### src/rtl/btn_debounce.sv
// Push-button conditioner: two-flop synchroniser, stable-time debounce FSM, press/release/long-press strobes.
// Optional long-press detector enabled by defining BTN_LONG_PRESS_EN.
module btn_debounce #(
  parameter int unsigned DB_CYCLES   = 500_000,
  parameter int unsigned LONG_CYCLES = 25_000_000,
  parameter bit          ACTIVE_LOW  = 1'b0
) (
  input  logic clk,
  input  logic rst,
  input  logic btn_raw,
  output logic btn_level,
  output logic press_pulse,
  output logic release_pulse,
  output logic long_press
);

  localparam int unsigned CNT_W = $clog2(DB_CYCLES);
  localparam logic [CNT_W-1:0] CNT_LAST = CNT_W'(DB_CYCLES - 1);

  typedef enum logic [1:0] {
    RELEASED,
    PRESS_WAIT,
    PRESSED,
    RELEASE_WAIT
  } state_t;

  state_t           state;
  logic [CNT_W-1:0] cnt;
  logic             sync1;
  logic             s;
  logic             pad_active;

  assign pad_active = btn_raw ^ ACTIVE_LOW;

  // Synchroniser plus debounce FSM; any opposite sample in a WAIT state aborts it.
  always_ff @(posedge clk) begin
    if (rst) begin
      sync1         <= 1'b0;
      s             <= 1'b0;
      state         <= RELEASED;
      cnt           <= '0;
      btn_level     <= 1'b0;
      press_pulse   <= 1'b0;
      release_pulse <= 1'b0;
    end else begin
      sync1         <= pad_active;
      s             <= sync1;
      press_pulse   <= 1'b0;
      release_pulse <= 1'b0;
      unique case (state)
        RELEASED: begin
          if (s) begin
            state <= PRESS_WAIT;
            cnt   <= '0;
          end
        end
        PRESS_WAIT: begin
          if (!s) begin
            state <= RELEASED;
          end else if (cnt == CNT_LAST) begin
            state       <= PRESSED;
            btn_level   <= 1'b1;
            press_pulse <= 1'b1;
          end else begin
            cnt <= cnt + CNT_W'(1);
          end
        end
        PRESSED: begin
          if (!s) begin
            state <= RELEASE_WAIT;
            cnt   <= '0;
          end
        end
        RELEASE_WAIT: begin
          if (s) begin
            state <= PRESSED;
          end else if (cnt == CNT_LAST) begin
            state         <= RELEASED;
            btn_level     <= 1'b0;
            release_pulse <= 1'b1;
          end else begin
            cnt <= cnt + CNT_W'(1);
          end
        end
        default: state <= RELEASED;
      endcase
    end
  end

`ifdef BTN_LONG_PRESS_EN
  localparam int unsigned LCNT_W = $clog2(LONG_CYCLES);
  localparam logic [LCNT_W-1:0] LCNT_LAST = LCNT_W'(LONG_CYCLES - 1);
  localparam logic [LCNT_W-1:0] LCNT_PRE  = LCNT_W'(LONG_CYCLES - 2);

  logic [LCNT_W-1:0] lcnt;
  logic              press_fire_c;
  logic              release_fire_c;
  logic              hold_c;

  assign press_fire_c   = (state == PRESS_WAIT) && s && (cnt == CNT_LAST);
  assign release_fire_c = (state == RELEASE_WAIT) && !s && (cnt == CNT_LAST);
  // Hold time keeps running through release bounce, but stops on the accepted release edge
  // so long_press can never share a cycle with (or follow) release_pulse.
  assign hold_c = (state == PRESSED) || ((state == RELEASE_WAIT) && !release_fire_c);

  // Saturating hold counter, cleared on the accepted press.
  always_ff @(posedge clk) begin
    if (rst) begin
      lcnt       <= '0;
      long_press <= 1'b0;
    end else begin
      long_press <= 1'b0;
      if (press_fire_c) begin
        lcnt <= '0;
      end else if (hold_c && (lcnt != LCNT_LAST)) begin
        lcnt       <= lcnt + LCNT_W'(1);
        long_press <= (lcnt == LCNT_PRE);
      end
    end
  end
`else
  assign long_press = 1'b0;
`endif

endmodule

### config.mk
export PLATFORM = sky130hd
export DESIGN_NAME = btn_debounce
export DESIGN_NICKNAME = d
export VERILOG_FILES = /design/src/rtl/btn_debounce.sv
export SDC_FILE = /design/constraint.sdc
export NUM_CORES = 1
export LEC_CHECK = 0
export ABC_AREA = 1
export BUFFER_PORTS_ARGS = -buffer_cell sky130_fd_sc_hd__buf_2
export CAP_MARGIN = 15
export CORE_MARGIN = 4
export CORE_UTILIZATION = 45
export CTS_BUF_LIST = sky130_fd_sc_hd__clkbuf_4
export CTS_CLUSTER_DIAMETER = 150
export DETAILED_ROUTE_END_ITERATION = 8
export PLACE_DENSITY = 0.62
export RECOVER_POWER = 50
export SYNTH_ARGS = -nofsm -noshare
export SYNTH_HDL_FRONTEND = slang
export SYNTH_SLANG_ARGS = --single-unit
### constraint.sdc
create_clock -name clk -period 2 [get_ports clk]
set_input_delay 0.2 -clock clk [delete_from_list [all_inputs] [get_ports clk]]
set_output_delay 0.2 -clock clk [all_outputs]
set_load 0.02 [all_outputs]
==> results.md, run 1 <==
* Syn Nets at 244
* Drt drc at 0
* Worst Path Arrival at 2.00 ns
* GP Congestion at 0.8774
* Critical path capture point type: register
* Vias/cell at 4.726
* Num rows at 21
* Num Clock Sinks at 26
* Initial Util at 0.4691
* Global-route wire length before repair at 5782 um
* Maximum VDD drop at 0.2336 mV
* WL/cell at 11.07 um
* GRT overflow at 0
* Setup Fix Bufs, Post-CTS at 0
* # diodes at 0
* Switching power at 0.1972 mW
* Worst Tran Pin Value at 0.7620 ns
* Final Total Pwr at 0.9297 mW
* Worst setup path startpoint: cnt[0]
* Gate Count Post-Synth at 240
* Maxcap violations at 0
* Critical path class: register to register
* P_int at 0.7325 mW
* CTS tree: yes
* Clock Power Share at 0.398
* NumNets Final at 251
* Final setup TNS at 0 ns
* Finished Layout Cells at 292
* Crit-path max FO at 19
* Largest net degree at the start of global routing at 20
* Hold Path Class: primary input to register
* Clock-pin slew of the registers on the worst-case setup and hold paths at 0.15 ns
* Post-Place Cell Area at 1614 um^2
* Cell Area, Synth at 1565 um^2
* DPL Wire Length at 2485 um
* DR vias at 1380
* Clock skew at 0.006542 ns
* Highest clock rate at 580.8 MHz
* H-tree depth at 1
* Sw Ratio at 0.2121
* Required @ worst endpoint at 2.28 ns
* Clock tree buffer depth at 2
* Ys async rst share at 0
* Sequential element share of the synthesized area at 0.3325
* Number of enable flip-flop cells after synthesis at 0
* Total core area at 3337 um^2
* Detail Route Antenna Nets at 0
* Synth top area share at 0.3325
* Period minus WS final at 1.722 ns
* Cell accounting for the most synthesized area: dfxtp_1
* Final worst-path cycle share at 0.8609
* Worst r2r src: cnt[0]
* Fillers at 366
* Io pins at 7
* Final hold violations at 0
* Combinational power share at 0.041
* Max-slew headroom at 0.4920
* Synth top area cells: dfxtp_1 33%, nand2_1 17%, nor2_1 9.6%
* # setup viols final at 0
* CP Launch Type: register
* Register bit total from synthesis at 26
* Vias in the first global route at 1282
* Drt first pass iters at 4
* Layout Area Growth over Synthesis at 4.796%
* Sequential share of power at 0.561
* Synth Flop Type: dfxtp_1
* Netlist cell types at 31
* Post-route cell area at 1640 um^2
* Outcome: finished, final reports clean
* Input/output buffers at 5
* Footprint of the multi-input gates at 864.6 um^2
* Cell Pwr Density at 566.8 nW/um^2
* Layout cell share with drive strength beyond 1 at 0.09756
* Die H at 66.98 um
* CTS buffer count at 3
* Die X-Extent at 66.98 um
* Top post-synthesis cells by count: 69 x nand2_1, 40 x nor2_1, 29 x inv_1
* Routed wire length at 3233 um
* Register area at 520.5 um^2
* Most common cell in the netlist: nand2_1
* All-Layer GR Usage at 0.1667
* Initial antenna violation count at 0
* PostCTS Resize Cnt at 0
* LEAKAGE at 0.5982 nW
* Dpl cells at 288
* Hold_sp: btn_raw
* Root buf cell: clkbuf_4
* Worst-Skew Late Latency at 0.33 ns
* First DRT Iteration DRCs at 86
* Synth Area per Inst at 6.522 um^2
* Hold_buf cts at 0
* Final Max Slew Viols at 0
* Die area at 4486 um^2
* Yosys warns at 0
* RSZ-0062 raised after global routing: false
path summary, 6_finish.rpt:
path | slack, ns | depth (start not counted) | end
setup / recovery | 0.28 | 10 | cnt[16]
hold / removal | 0.05 | 3 | sync1
setup reg to reg | 0.28 | 10 | cnt[16]
hold reg to reg | 0.42 | 2 | s
area by class of cell:
class | count | share of cell area
inverters | 30 | 0.06865
repair buffers | 7 | 0.01983
well taps | 46 | 0.03509
clock inverters | 1 | 0.01831
flip-flops and latches | 26 | 0.3173
clock buffers | 3 | 0.01373
multi-input cells | 179 | 0.5271
layer usage:
layer / track usage / up-vias / share of wire
li1: - / 754 / -
met1: 0.2365 / 607 / 0.52
met2: 0.2649 / 17 / 0.45
met3: 0.02192 / 2 / 0.026
met4: 0.04051 / 0 / 0.0074
met5: 0 / - / 0
state kept, by name (all words and copies together) (netlist names), named ones only:
name	count
cnt	19
s	1
sync1	1
press_pulse	1
btn_level	1
state	1
release_pulse	1
metrics by stage:
step / setup WS [ns] / hold slack, ns / utilization
after floorplan: 0.5775 / 0.2691 / -
after global placement: 0.4131 / 0.3895 / 0.4837
after detailed placement: 0.4111 / 0.3997 / 0.4837
after CTS: 0.3591 / 0.04383 / 0.4994
after global routing: 0.1222 / 0.06080 / 0.4916
final: 0.2781 / 0.05315 / 0.4916
layout by cell type (no fill, tap or decap):
| cell type | netlist | routed |
|---|---|---|
| nor3b_1 | 1 | 1 |
| and2_1 | 2 | 1 |
| or2_2 | 1 | 1 |
| ha_1 | 1 | 1 |
| clkbuf_4 | 0 | 3 |
| nor3_1 | 1 | 1 |
| inv_2 | 1 | 1 |
| nor3_4 | 1 | 1 |
| nand2_2 | 3 | 2 |
| nor2_1 | 40 | 41 |
| conb_1 | 1 | 1 |
| a21oi_2 | 1 | 1 |
| bufinv_16 | 0 | 1 |
| nand4_1 | 3 | 3 |
| nand3_4 | 1 | 1 |
| nand3b_1 | 1 | 1 |
| o21bai_1 | 1 | 1 |
| nand3_2 | 2 | 1 |
| inv_1 | 29 | 29 |
| dfxtp_1 | 26 | 26 |
| nor2_2 | 7 | 6 |
| clkbuf_1 | 1 | 4 |
| nor2_4 | 2 | 3 |
| buf_2 | 0 | 2 |
| o211ai_1 | 1 | 1 |
| buf_4 | 1 | 1 |
| a21oi_1 | 15 | 15 |
| o21ai_0 | 7 | 7 |
| nand3_1 | 11 | 12 |
| and2_0 | 0 | 1 |
| xor2_1 | 6 | 6 |
| nand2_1 | 69 | 70 |
power by group through the flow:
stage               clock network (mW)  logic, mW  registers, mW
finish                           0.370     0.0379          0.522
CTS                              0.382     0.0410          0.522
global route                     0.404     0.0437          0.523
global placement                     0     0.0414          0.533
detailed placement                   0     0.0409          0.533
floorplan                            0     0.0324          0.533
worst max-delay path, cell delays in order, from the launching register on:
cell and delay, ns:
dfxtp_1 0.35, ha_1 0.20, nand2_1 0.16, nor2_4 0.06, nand3_1 0.13, nor2_4 0.06, nor2_4 0.38, nand3_1 0.13
nand2_1 0.08, inv_1 0.04, nor2_1 0.07
cells by family after synthesis:
group,share of synthesized area
AND/OR/NAND/NOR,0.4349
XOR/XNOR,0.03357
AO/OA/AOI/OAI,0.08553
flip-flops,0.3325
adder cells (fa/ha/maj),0.007992
other,0.002396
buffers and inverters,0.1031
Power figures use the tool's default switching activity.
==> run 2, diff against run 1 <==
CELL_PAD_IN_SITES_DETAIL_PLACEMENT = 0   (was not set)
CELL_PAD_IN_SITES_GLOBAL_PLACEMENT = 1   (was not set)
PLACE_DENSITY = 0.82   (was 0.62)
clock period = 1.9 ns   (was 2 ns; I/O delays follow)
==> run 2 against run 1 <==
  * Critical path depth stayed put
  * Worst setup slack got worse by 0.015 ns
  * Via count grew 0.36%
  * Global-route usage grew 1.5 points
  * Highest routed layer unchanged
  * Critical path type unchanged
  * Largest power group unchanged
  * Register-to-register slack hardly changed
  * Cell area up 1.2%
  * Clock-buffer cell count stayed put
  * Critical endpoint is now cnt[18]
  * Die area stayed put
  * Clock power up 4%
==> results.md, run 2 (same netlist as run 1, synthesis figures left out) <==
* All-Layer GR Usage at 0.1818 (+0.01503)
* Layout Area Growth over Synthesis at 6.075%
* Crit-path max FO at 3 (-16)
* Input/output buffers at 5 (unchanged)
* Hold Slack at 0.05700 ns (+0.003853 ns)
* Final Max Slew Viols at 0 (unchanged)
* # setup viols final at 0 (unchanged)
* Commonest non-fill, non-tap cells in the layout: 69 x nand2_1, 40 x nor2_1, 29 x inv_1
* CTS buffer count at 3 (unchanged)
* Global-route wire length before repair at 6175 um (+6.8%)
* Finished Layout Cells at 293 (+0.34%)
* GRT overflow at 0 (unchanged)
* Worst Tran Pin Value at 0.7281 ns (-0.03391 ns)
* Period minus WS final at 1.636 ns (-0.08547 ns)
* Total core area at 3337 um^2 (unchanged)
* NumNets Final at 252 (+0.40%)
* Final setup TNS at 0 ns (unchanged)
* First DRT Iteration DRCs at 60 (-30%)
* Required @ worst endpoint at 2.10 ns (-0.18 ns)
* Critical path capture point type: register
* Hold_buf cts at 0 (unchanged)
* LEAKAGE at 0.6035 nW (+0.88%)
* Setup Fix Bufs, Post-CTS at 0 (unchanged)
* Largest net degree at the start of global routing at 20 (unchanged)
* DR vias at 1385 (+0.36%)
* Largest Register: cnt
* Sw Ratio at 0.2092 (-0.002901)
* CP Launch Type: register
* Highest clock rate at 611.1 MHz (+5.2%)
* Max incr delay on CP at 0.38 ns (about the same)
* # diodes at 0 (unchanged)
* Layout cell share with drive strength beyond 1 at 0.1053 (+0.007702)
* Root buf cell: clkbuf_4
* Switching power at 0.2041 mW (+3.5%)
* Sequential share of power at 0.563 (+0.002)
* WL/cell at 11.63 um (+5.1%)
* Drt first pass iters at 4 (unchanged)
* Detail Route Antenna Nets at 0 (unchanged)
* Largest register FFs at 19 (unchanged)
* Critical path class: register to register
* Worst-Skew Late Latency at 0.32 ns (about the same)
* Most common cell after layout, fill and taps aside: nand2_1
* Num rows at 21 (unchanged)
* Combinational power share at 0.044 (+0.003)
* Maximum VDD drop at 0.4034 mV (+73%)
* DPL Wire Length at 2615 um (+5.2%)
* Clock Power Share at 0.393 (-0.005)
* Slowest-stage cell, CP: dfxtp_1
* Clock-pin slew of the registers on the worst-case setup and hold paths at 0.14 ns (about the same)
* Outcome: finished, final reports clean
* Hold Path Class: primary input to register
* Vias in the first global route at 1318 (+2.8%)
* Clock skew at 0.002855 ns (-0.003687 ns)
* Dpl cells at 289 (+0.35%)
* Post-route cell area at 1660 um^2 (+1.2%)
* Io pins at 7 (unchanged)
* Clock tree buffer depth at 2 (unchanged)
* Die area at 4486 um^2 (unchanged)
* Num Clock Sinks at 26 (unchanged)
* Final worst-path cycle share at 0.8613 (about the same)
* Die X-Extent at 66.98 um (unchanged)
* Cell Pwr Density at 587.7 nW/um^2 (+3.7%)
* CTS tree: yes
* Post-Place Cell Area at 1622 um^2 (+0.47%)
* GP Congestion at 0.8202 (-6.5%)
* Maxcap violations at 0 (unchanged)
* P_int at 0.7717 mW (+5.3%)
* PostCTS Resize Cnt at 0 (unchanged)
* RSZ-0062 raised after global routing: false
* H-tree depth at 1 (unchanged)
* Max-slew headroom at 0.5146 (+0.02260)
* CP Cell Sequence: ha_1 > nand2_1 > nor2_1 > nand2_1 > nor2_2 > nand3_1 > nand2_1 > nand2_1 > nand2_1 > a21oi_2
* CP dominant cell by count: nand2_1
* Initial antenna violation count at 0 (unchanged)
* Die H at 66.98 um (unchanged)
* Routed wire length at 3408 um (+5.4%)
* Drt drc at 0 (unchanged)
* Worst Path Arrival at 1.84 ns (-0.16 ns)
* Vias/cell at 4.727 (about the same)
* Final hold violations at 0 (unchanged)
* Initial Util at 0.4691 (unchanged)
run 2: per-layer routing:
metal  part of all wire  routed length (um)  track usage  vias to the layer above
li1                   -                   -            -                      755
met1               0.51                1745       0.2464                      610
met2               0.45                1524       0.2908                       15
met3              0.029                  99      0.03204                        5
met4              0.011                  38      0.05570                        0
met5                  0                   0            0                        -
run 2: metrics by stage:
stage	utilization	setup slack [ns]	power, mW
6_report	0.4976	0.2636	0.9758
5_1_grt	0.4976	0.09266	1.019
2_1_floorplan	-	0.4775	0.5955
4_1_cts	0.5017	0.2750	0.9935
3_5_place_dp	0.4859	0.3169	0.6059
3_3_place_gp	0.4859	0.3136	0.6055
run 2: layout make-up:
cell class                      instances  area (um^2)
Fill cell                             383         1677
Multi-Input combinational cell        179        878.3
Sequential cell                        26        520.5
Inverter                               30        112.6
Tap cell                               46        57.56
Timing Repair Buffer                    8        38.79
Clock inverter                          1        30.03
Clock buffer                            3        22.52
run 2: critical path: cells and delay by family, from the launching register on:
family / cells / cell delay [ns]
AO/OA/AOI/OAI: 1 / 0.05
adder cells (fa/ha/maj): 1 / 0.17
flip-flops: 1 / 0.38
AND/OR/NAND/NOR: 8 / 0.92
run 2: path summary, 6_finish.rpt:
| kind | from | endpoint | slack [ns] | cells after the start |
|---|---|---|---|---|
| max | cnt[1] | cnt[18] | 0.26 | 10 |
| max reg2reg | cnt[1] | cnt[18] | 0.26 | 10 |
| min reg2reg | sync1 | s | 0.42 | 2 |
| min | btn_raw | sync1 | 0.06 | 3 |
run 2: power by group through the flow:
stage	sequential, mW	combinational (mW)	clock, mW
finish	0.549	0.0429	0.384
global route	0.550	0.0493	0.420
CTS	0.550	0.0450	0.399
detailed placement	0.561	0.0447	0
global placement	0.561	0.0442	0
floorplan	0.561	0.0341	0
